## src/rtl/mem_port_arbiter.sv

```systemverilog
// Unified-memory port arbiter shared by instruction fetch and the MEM stage.
// One access in flight at a time; drives pipeline stalls and a sticky halt.
module mem_port_arbiter #(
    parameter int TIMEOUT = 64,
    parameter int CW      = 7
) (
    input  logic        clk,
    input  logic        rst,
    input  logic        if_req,
    input  logic [15:0] if_addr,
    input  logic        dm_rd,
    input  logic        dm_wr,
    input  logic [15:0] dm_addr,
    input  logic [15:0] dm_wdata,
    input  logic        dm_halt,
    input  logic        mem_done,
    input  logic [15:0] mem_rdata,
    output logic        mem_req,
    output logic        mem_wr,
    output logic [15:0] mem_addr,
    output logic [15:0] mem_wdata,
    output logic        if_stall,
    output logic        dm_stall,
    output logic        if_valid,
    output logic [15:0] if_rdata,
    output logic        dm_valid,
    output logic [15:0] dm_rdata,
    output logic        halted,
    output logic        err
);

    typedef enum logic [1:0] {
        IDLE,
        DATA_WAIT,
        FETCH_WAIT,
        HALTED
    } state_t;

    state_t        state;
    state_t        stateNext;
    logic          lastGrantFetch;
    logic          lastGrantFetchNext;
    logic [CW-1:0] waitCnt;
    logic [CW-1:0] waitCntNext;
    logic          errNext;
    logic          memReqNext;
    logic          memWrNext;
    logic [15:0]   memAddrNext;
    logic [15:0]   memWdataNext;

    logic dreq;
    logic goHalt;
    logic grantData;
    logic grantFetch;
    logic timedOut;
    logic dataDone;
    logic fetchDone;

    assign dreq = dm_rd | dm_wr;

    // Fetch wins over data only right after a data grant.
    assign goHalt     = dm_halt & ~dreq;
    assign grantData  = dreq & (~if_req | lastGrantFetch);
    assign grantFetch = if_req & ~goHalt & ~grantData;

    assign timedOut  = ~mem_done & (waitCnt == CW'(TIMEOUT - 1));
    assign dataDone  = (state == DATA_WAIT) & mem_done;
    assign fetchDone = (state == FETCH_WAIT) & mem_done;

    always_comb begin
        stateNext          = state;
        lastGrantFetchNext = lastGrantFetch;
        waitCntNext        = waitCnt;
        errNext            = err;
        memReqNext         = 1'b0;
        memWrNext          = mem_wr;
        memAddrNext        = mem_addr;
        memWdataNext       = mem_wdata;
        case (state)
            IDLE: begin
                unique case (1'b1)
                    goHalt: stateNext = HALTED;
                    grantData: begin
                        stateNext          = DATA_WAIT;
                        lastGrantFetchNext = 1'b0;
                        waitCntNext        = '0;
                        memReqNext         = 1'b1;
                        memWrNext          = dm_wr;
                        memAddrNext        = dm_addr;
                        memWdataNext       = dm_wdata;
                    end
                    grantFetch: begin
                        stateNext          = FETCH_WAIT;
                        lastGrantFetchNext = 1'b1;
                        waitCntNext        = '0;
                        memReqNext         = 1'b1;
                        memWrNext          = 1'b0;
                        memAddrNext        = if_addr;
                        memWdataNext       = '0;
                    end
                    default: ;
                endcase
            end
            DATA_WAIT, FETCH_WAIT: begin
                if (mem_done) begin
                    stateNext = IDLE;
                end else if (timedOut) begin
                    stateNext = HALTED;
                    errNext   = 1'b1;
                end else begin
                    waitCntNext = waitCnt + CW'(1);
                end
            end
            HALTED: ;
            default: stateNext = IDLE;
        endcase
    end

    always_ff @(posedge clk or negedge rst) begin
        if (!rst) begin
            state          <= IDLE;
            lastGrantFetch <= 1'b1;
            waitCnt        <= '0;
            err            <= 1'b0;
            mem_req        <= 1'b0;
            mem_wr         <= 1'b0;
            mem_addr       <= '0;
            mem_wdata      <= '0;
        end else begin
            state          <= stateNext;
            lastGrantFetch <= lastGrantFetchNext;
            waitCnt        <= waitCntNext;
            err            <= errNext;
            mem_req        <= memReqNext;
            mem_wr         <= memWrNext;
            mem_addr       <= memAddrNext;
            mem_wdata      <= memWdataNext;
        end
    end

    assign halted   = (state == HALTED);
    assign dm_valid = dataDone;
    assign if_valid = fetchDone;
    assign dm_rdata = mem_rdata;
    assign if_rdata = mem_rdata;

    // The MEM stage is released in its done cycle so EX/MEM advances on that edge.
    assign dm_stall = (dreq & ~dataDone) | err;
    assign if_stall = (if_req & ~fetchDone) | dm_stall | halted;

endmodule
```

## config.mk

```make
export PLATFORM = sky130hd
export DESIGN_NAME = mem_port_arbiter
export DESIGN_NICKNAME = d
export VERILOG_FILES = /design/src/rtl/mem_port_arbiter.sv
export SDC_FILE = /design/constraint.sdc
export NUM_CORES = 1
export LEC_CHECK = 0
export ABC_AREA = 1
export CAP_MARGIN = 5
export CORE_AREA = 2 2 76 107
export DETAILED_ROUTE_END_ITERATION = 10
export DIE_AREA = 0 0 78 109
export PLACE_DENSITY = 0.82
export SYNTH_ARGS = -nofsm -noshare
export SYNTH_HDL_FRONTEND = slang
export SYNTH_SLANG_ARGS = --single-unit
export TNS_END_PERCENT = 5
```

## constraint.sdc

```tcl
create_clock -name clk -period 1.7 [get_ports clk]
set_clock_uncertainty 0.05 [all_clocks]
set_input_delay 0.34 -clock clk [delete_from_list [all_inputs] [get_ports clk]]
set_output_delay 0.34 -clock clk [all_outputs]
set_load 0.1 [all_outputs]
```

# == Word level (Yosys, flattened, before mapping) ==
# Index checks and enable logic that the tools add are counted.
# word_totals
ramBits,0
register_bits,45
latch_bits,0
n_memories,0
romBits,0
inputBits,71
# op_classes
eq_ne,9
magnitude_cmp,0
addsub,1
bitwise_logic,21
shifts,0
n_mul,0
reduce_logical,9
mux,14
div_mod_pow,0
# ops
cell,n
16-bit one-hot mux with 2 select lines,2
7-bit two-way mux,3
7-bit one-hot mux with 2 select lines,1
1-bit bitwise AND,9
7-bit by 1-bit adder with 7-bit output (second input constant),1
7-bit by 6-bit equality test with 1-bit output (second input constant),1
1-bit NOT,7
2-bit != test (second input constant),3
2-bit one-hot mux with 3 select lines,1
3-bit AND reduction,2
1-bit OR,5
2-bit equality test (second input constant),2
2-bit two-way mux,2
4-bit != test (second input constant),1
1-bit one-hot mux with 2 select lines,2
2-bit one-hot mux with 2 select lines,1
4-bit AND reduction,1
2-bit nonzero test,2
2-bit OR reduction,2
3-bit != test (second input constant),1
2-bit by 1-bit equality test with 1-bit output (second input constant),1
2-bit logical NOT,1
1-bit two-way mux,2
2-bit AND reduction,1

# == Logic depth before layout (Yosys ltp) ==
# logic_depth
depth_word,9
mapped_depth,11
ltp_nobuf,9

# == Worst setup path before layout ==
# Ideal clock, no wire load.
# synth_path
path_kind,flip-flop to output port
from,reg state[0]
to,out if_stall
t_required_ns,1.310
setup_slack_ns,-0.663
stages_incl_launch_ff,4
arrival_time_ns,1.973
n_path_buf,0
path_cell_list,dfrtp_1 -> ha_1 -> a21oi_1 -> nand2_1
# synth_lines
element,line,source
start: declaration,39,state_t state;
start signal: assignment,130,state <= stateNext;
2-bit equality test,141,assign halted = (state == HALTED);
via halted,28,"output logic halted,"
1-bit OR,149,assign if_stall = (if_req & ~fetchDone) | dm_stall | halted;
end: declaration,22,"output logic if_stall,"
# The timed path passes the listed nets, and every way through them passes these cells.

# == Final worst setup path ==
# layout_path
from,in dm_rd
to,out dm_stall
# layout_via
elab_chain_len,3
# layout_lines
element,line,source
start: declaration,11,"input logic dm_rd,"
1-bit OR,59,assign dreq = dm_rd | dm_wr;
1-bit bitwise AND,148,assign dm_stall = (dreq & ~dataDone) | err;
1-bit OR,148,
end: declaration,23,"output logic dm_stall,"
# No other way between the ends.

==> Flow_metrics.wiki <==
{| class="wikitable"
! Metric !! Value
|-
| Dominant combinational cell family by area after synthesis || simple AND/OR/NAND/NOR gates
|-
| Drt first-iter violations || 104
|-
| Average vias per placed instance || 4.46
|-
| Highest-delay cell along the critical path || sky130_fd_sc_hd__clkdlybuf4s50_1
|-
| Ratio of cells with drive above 1 in the final layout || 28.8%
|-
| Worst endpoint data arrival time || 1.45 ns
|-
| Highest achievable clock rate || 542 MHz
|-
| Post-route worst setup slack || -0.144 ns
|-
| Via count of the first global-routing pass || 2267
|-
| Number of failing hold endpoints at the final stage || 0
|-
| Drt drc || 0
|-
| Part of the cycle the worst path needs || 108%
|-
| Total number of vias || 2241
|-
| Number of antenna violations at the first check in global routing || 0
|-
| Placed standard-cell area || 3910 sq um
|-
| Maximum clock insertion buffer count || 2
|-
| Leakage power summed over all cells || 2.05 nW
|-
| Tmin final || 1.84 ns
|-
| Worst R2R Start || state[0]$_DFFE_PN0P_
|-
| Post-route design area || 4140 sq um
|-
| Clock root buffer master || sky130_fd_sc_hd__clkbuf_8
|-
| Total of buffers placed on input and output ports || 94
|-
| Total Nets Final || 479
|-
| Starting density of the core || 33.6%
|-
| Final setup violating endpoints || 4
|-
| Fin. max-slew vios || 0
|-
| Pin count of the biggest net entering global routing || 34
|-
| Congestion Overflow GR || 0
|-
| Warning count from the yosys run || 0
|-
| WL/cell || 12.9 microns
|-
| Worst reg-to-reg setup slack || 0 ns
|-
| Crit path kind || in2out
|-
| Worst min-delay path class || in2async
|-
| Met1 WL || 2420 microns
|-
| Crit end category || output port
|-
| Synth Cell Area || 2560 sq um
|-
| Top-Level Pins || 143
|-
| Sort of element at the start of the critical path || input pin
|-
| Worst-path fanout max || 2
|-
| Worst-skew pair later-pin latency || 0.31 ns
|-
| Gate Count Post-Synth || 318
|-
| Total Wirelength || 6470 microns
|-
| Number of antenna diodes || 0
|-
| Die width || 78 microns
|-
| Routed wire length on met2 || 3360 microns
|-
| Unrepaired setup endpoints after global routing || yes
|-
| Number of distinct standard cells referenced by the synthesized netlist || 24
|-
| Highest ir drop seen on vdd || 1120 uV
|-
| Mean instance size in the synthesized netlist || 8.04 sq um
|-
| Site Rows || 38
|-
| TritonCTS clock tree || yes
|-
| Violations in the final reports || setup timing
|-
| Critical path origin || dm_rd
|-
| Seq cells post-synth || 45
|-
| Post-synthesis adder-cell area fraction || 2.94%
|-
| Slew margin rel. || 74.6%
|-
| Number of nets produced by synthesis || 395
|-
| Most common cell after layout, fill and taps aside || sky130_fd_sc_hd__nand2_1
|-
| Power density of the placed cells || 2290 nW/um^2
|-
| HPWL after DPL || 5010 microns
|-
| Synthesis-to-finish area growth || 61.8%
|-
| Number of max-cap violations || 0
|-
| Worst path required time || 1.31 ns
|-
| GRT Util Overall || 15.6%
|-
| First-pass detailed-route iteration total || 4
|-
| Complex-gate fraction of the synthesized area || 8.46%
|-
| Filler cell count || 636
|-
| Number of antenna-violating nets in the routed design || 0
|-
| Crit Reg-Reg Endpoint || waitCnt[2]$_DFFE_PN0P_
|-
| Wire length of the first global-routing pass || 10400 microns
|-
| Synth Area in Simple Gates || 25.7%
|-
| Clock buffers created by TritonCTS || 5
|-
| Number of cells on the worst reg-to-reg path || 10
|-
| Parity-gate share of the synthesized area counting xor and xnor cells || 0.342%
|-
| Global placer's final weighted congestion || 0.814
|-
| Final setup TNS || -0.359 ns
|-
| Routed wire length on met3 || 522 microns
|-
| Critical path, cell by cell || clkdlybuf4s50_1 > inv_1 > nand2_2 > a21oi_4 > clkinvlp_4 > buf_12
|-
| Termination of the worst setup path || dm_stall
|-
| Run status || finished, violations left
|-
| Std-Cell Core Area || 7610 sq um
|-
| Measured slew at the worst slew-check pin || 0.380 ns
|-
| Worst-path clk slew || 0.09 ns
|-
| Total power of the final layout || 0.00948 W
|-
| Highest routed layer || met4
|-
| Fraction of the core area covered by cells at the end of the flow || 54.4%
|-
| Sequential share of the synthesized area || 44.1%
|-
| Multiplexer area fraction after synthesis || 0%
|-
| Total number of H-tree levels || 2
|-
| Die footprint || 8500 sq um
|-
| Commonest non-fill, non-tap cells in the layout || sky130_fd_sc_hd__nand2_1, sky130_fd_sc_hd__clkdlybuf4s50_1, sky130_fd_sc_hd__buf_12, sky130_fd_sc_hd__dfrtp_1, sky130_fd_sc_hd__inv_1
|-
| Largest stage delay on the critical path || 0.44 ns
|-
| Count of clock tree sinks || 45
|-
| Die height || 109 microns
|}
## power by group
| group | internal (W) | leakage (nW) | switching [W] |
|---|---|---|---|
| Combinational | 0.00246 | 1.43 | 0.00426 |
| Sequential | 0.00151 | 0.566 | 0.000449 |
| Clock | 0.000441 | 0.0554 | 0.000366 |
## cells by family after synthesis
| family | count (synthesis) |
|---|---|
| DFF | 45 |
| buffers and inverters | 77 |
| and+or+nand+nor | 159 |
| adders and majority gates | 6 |
| xor gates and xnor gates | 1 |
| AOI/OAI and AO/OA | 30 |
## critical path, delay by kind of cell
kind / cells / cell delay, ns
simple gates: 1 / 0.09
compound gates: 1 / 0.20
buf+inv: 4 / 0.82
## layout make-up
cell class	count	area [sq um]	share of cell area, %
Clock inverter	2	38.8	0.937
Inverter	35	140	3.39
Clock buffer	6	72.6	1.75
Tap cell	100	125	3.02
Timing Repair Buffer	119	1580	38.1
Sequential cell	45	1130	27.3
Multi-Input combinational cell	196	1050	25.5
## metrics by stage
step                worst slack [ns]  std cells  hold slack [ns]
global route                  -0.207        503            0.443
global placement              -0.211        491            0.226
floorplan                    -0.0604        318         -0.00559
detailed placement            -0.258        491            0.225
finish                        -0.144        503            0.425
CTS                           -0.155        502            0.422
## cell usage after synthesis
cell                       number  area, sq um
sky130_fd_sc_hd__buf_4         34          255
sky130_fd_sc_hd__xor2_1         1         8.76
sky130_fd_sc_hd__o211ai_1      16          120
sky130_fd_sc_hd__o21ai_0        3         15.0
sky130_fd_sc_hd__nand3_1       10         50.1
sky130_fd_sc_hd__inv_2          3         11.3
sky130_fd_sc_hd__nor2_4         1         11.3
sky130_fd_sc_hd__nand4_1        2         12.5
sky130_fd_sc_hd__inv_4          1         6.26
sky130_fd_sc_hd__buf_6          7         78.8
sky130_fd_sc_hd__inv_1         31          116
sky130_fd_sc_hd__dfrtp_1       44         1100
sky130_fd_sc_hd__nand3_2        2         20.0
sky130_fd_sc_hd__dfstp_2        1         26.3
sky130_fd_sc_hd__nand2_4        2         22.5
sky130_fd_sc_hd__nor2_2         1         6.26
sky130_fd_sc_hd__nor2_1         3         11.3
sky130_fd_sc_hd__o21ai_2        7         61.3
sky130_fd_sc_hd__ha_1           6         75.1
sky130_fd_sc_hd__nand2_1      136          510
sky130_fd_sc_hd__or2_2          1         6.26
sky130_fd_sc_hd__nand2_2        1         6.26
sky130_fd_sc_hd__buf_2          1         5.00
sky130_fd_sc_hd__a21oi_1        4         20.0
## registers in the layout (all words and copies together), names as in the netlist
register        cells
mem_addr           16
mem_req             1
state               2
mem_wdata          16
err                 1
waitCnt             7
mem_wr              1
lastGrantFetch      1
## metal layers
metal	track usage [%]	vias to the layer above
li1	-	1121
met5	0	-
met3	4.47	19
met1	16.8	1024
met2	27.9	77
met4	7.27	0
## timing repair
| item | CTS | global route |
|---|---|---|
| endpoints found under the hold margin | 14 | 0 |
| gates resized for setup | 14 | 14 |
| hold buffers | 1 | 0 |
| buffers inserted | 2 | 1 |
| cloned | 0 | 0 |
| endpoints found under the setup margin | 11 | 46 |
| pin swaps | 1 | 4 |
## worst min path at each step
stage / start / endpoint / depth (start not counted)
finish: rst / mem_wdata[5]$_DFFE_PN0P_ / 2
global route: dm_wr / mem_wr$_DFFE_PN0P_ / 3
CTS: rst / mem_wdata[10]$_DFFE_PN0P_ / 2
global placement: rst / mem_wdata[5]$_DFFE_PN0P_ / 1
floorplan: rst / err$_DFFE_PN0P_ / 0
detailed placement: rst / mem_wdata[1]$_DFFE_PN0P_ / 1
No activity file was read; power rests on OpenSTA's default activity.
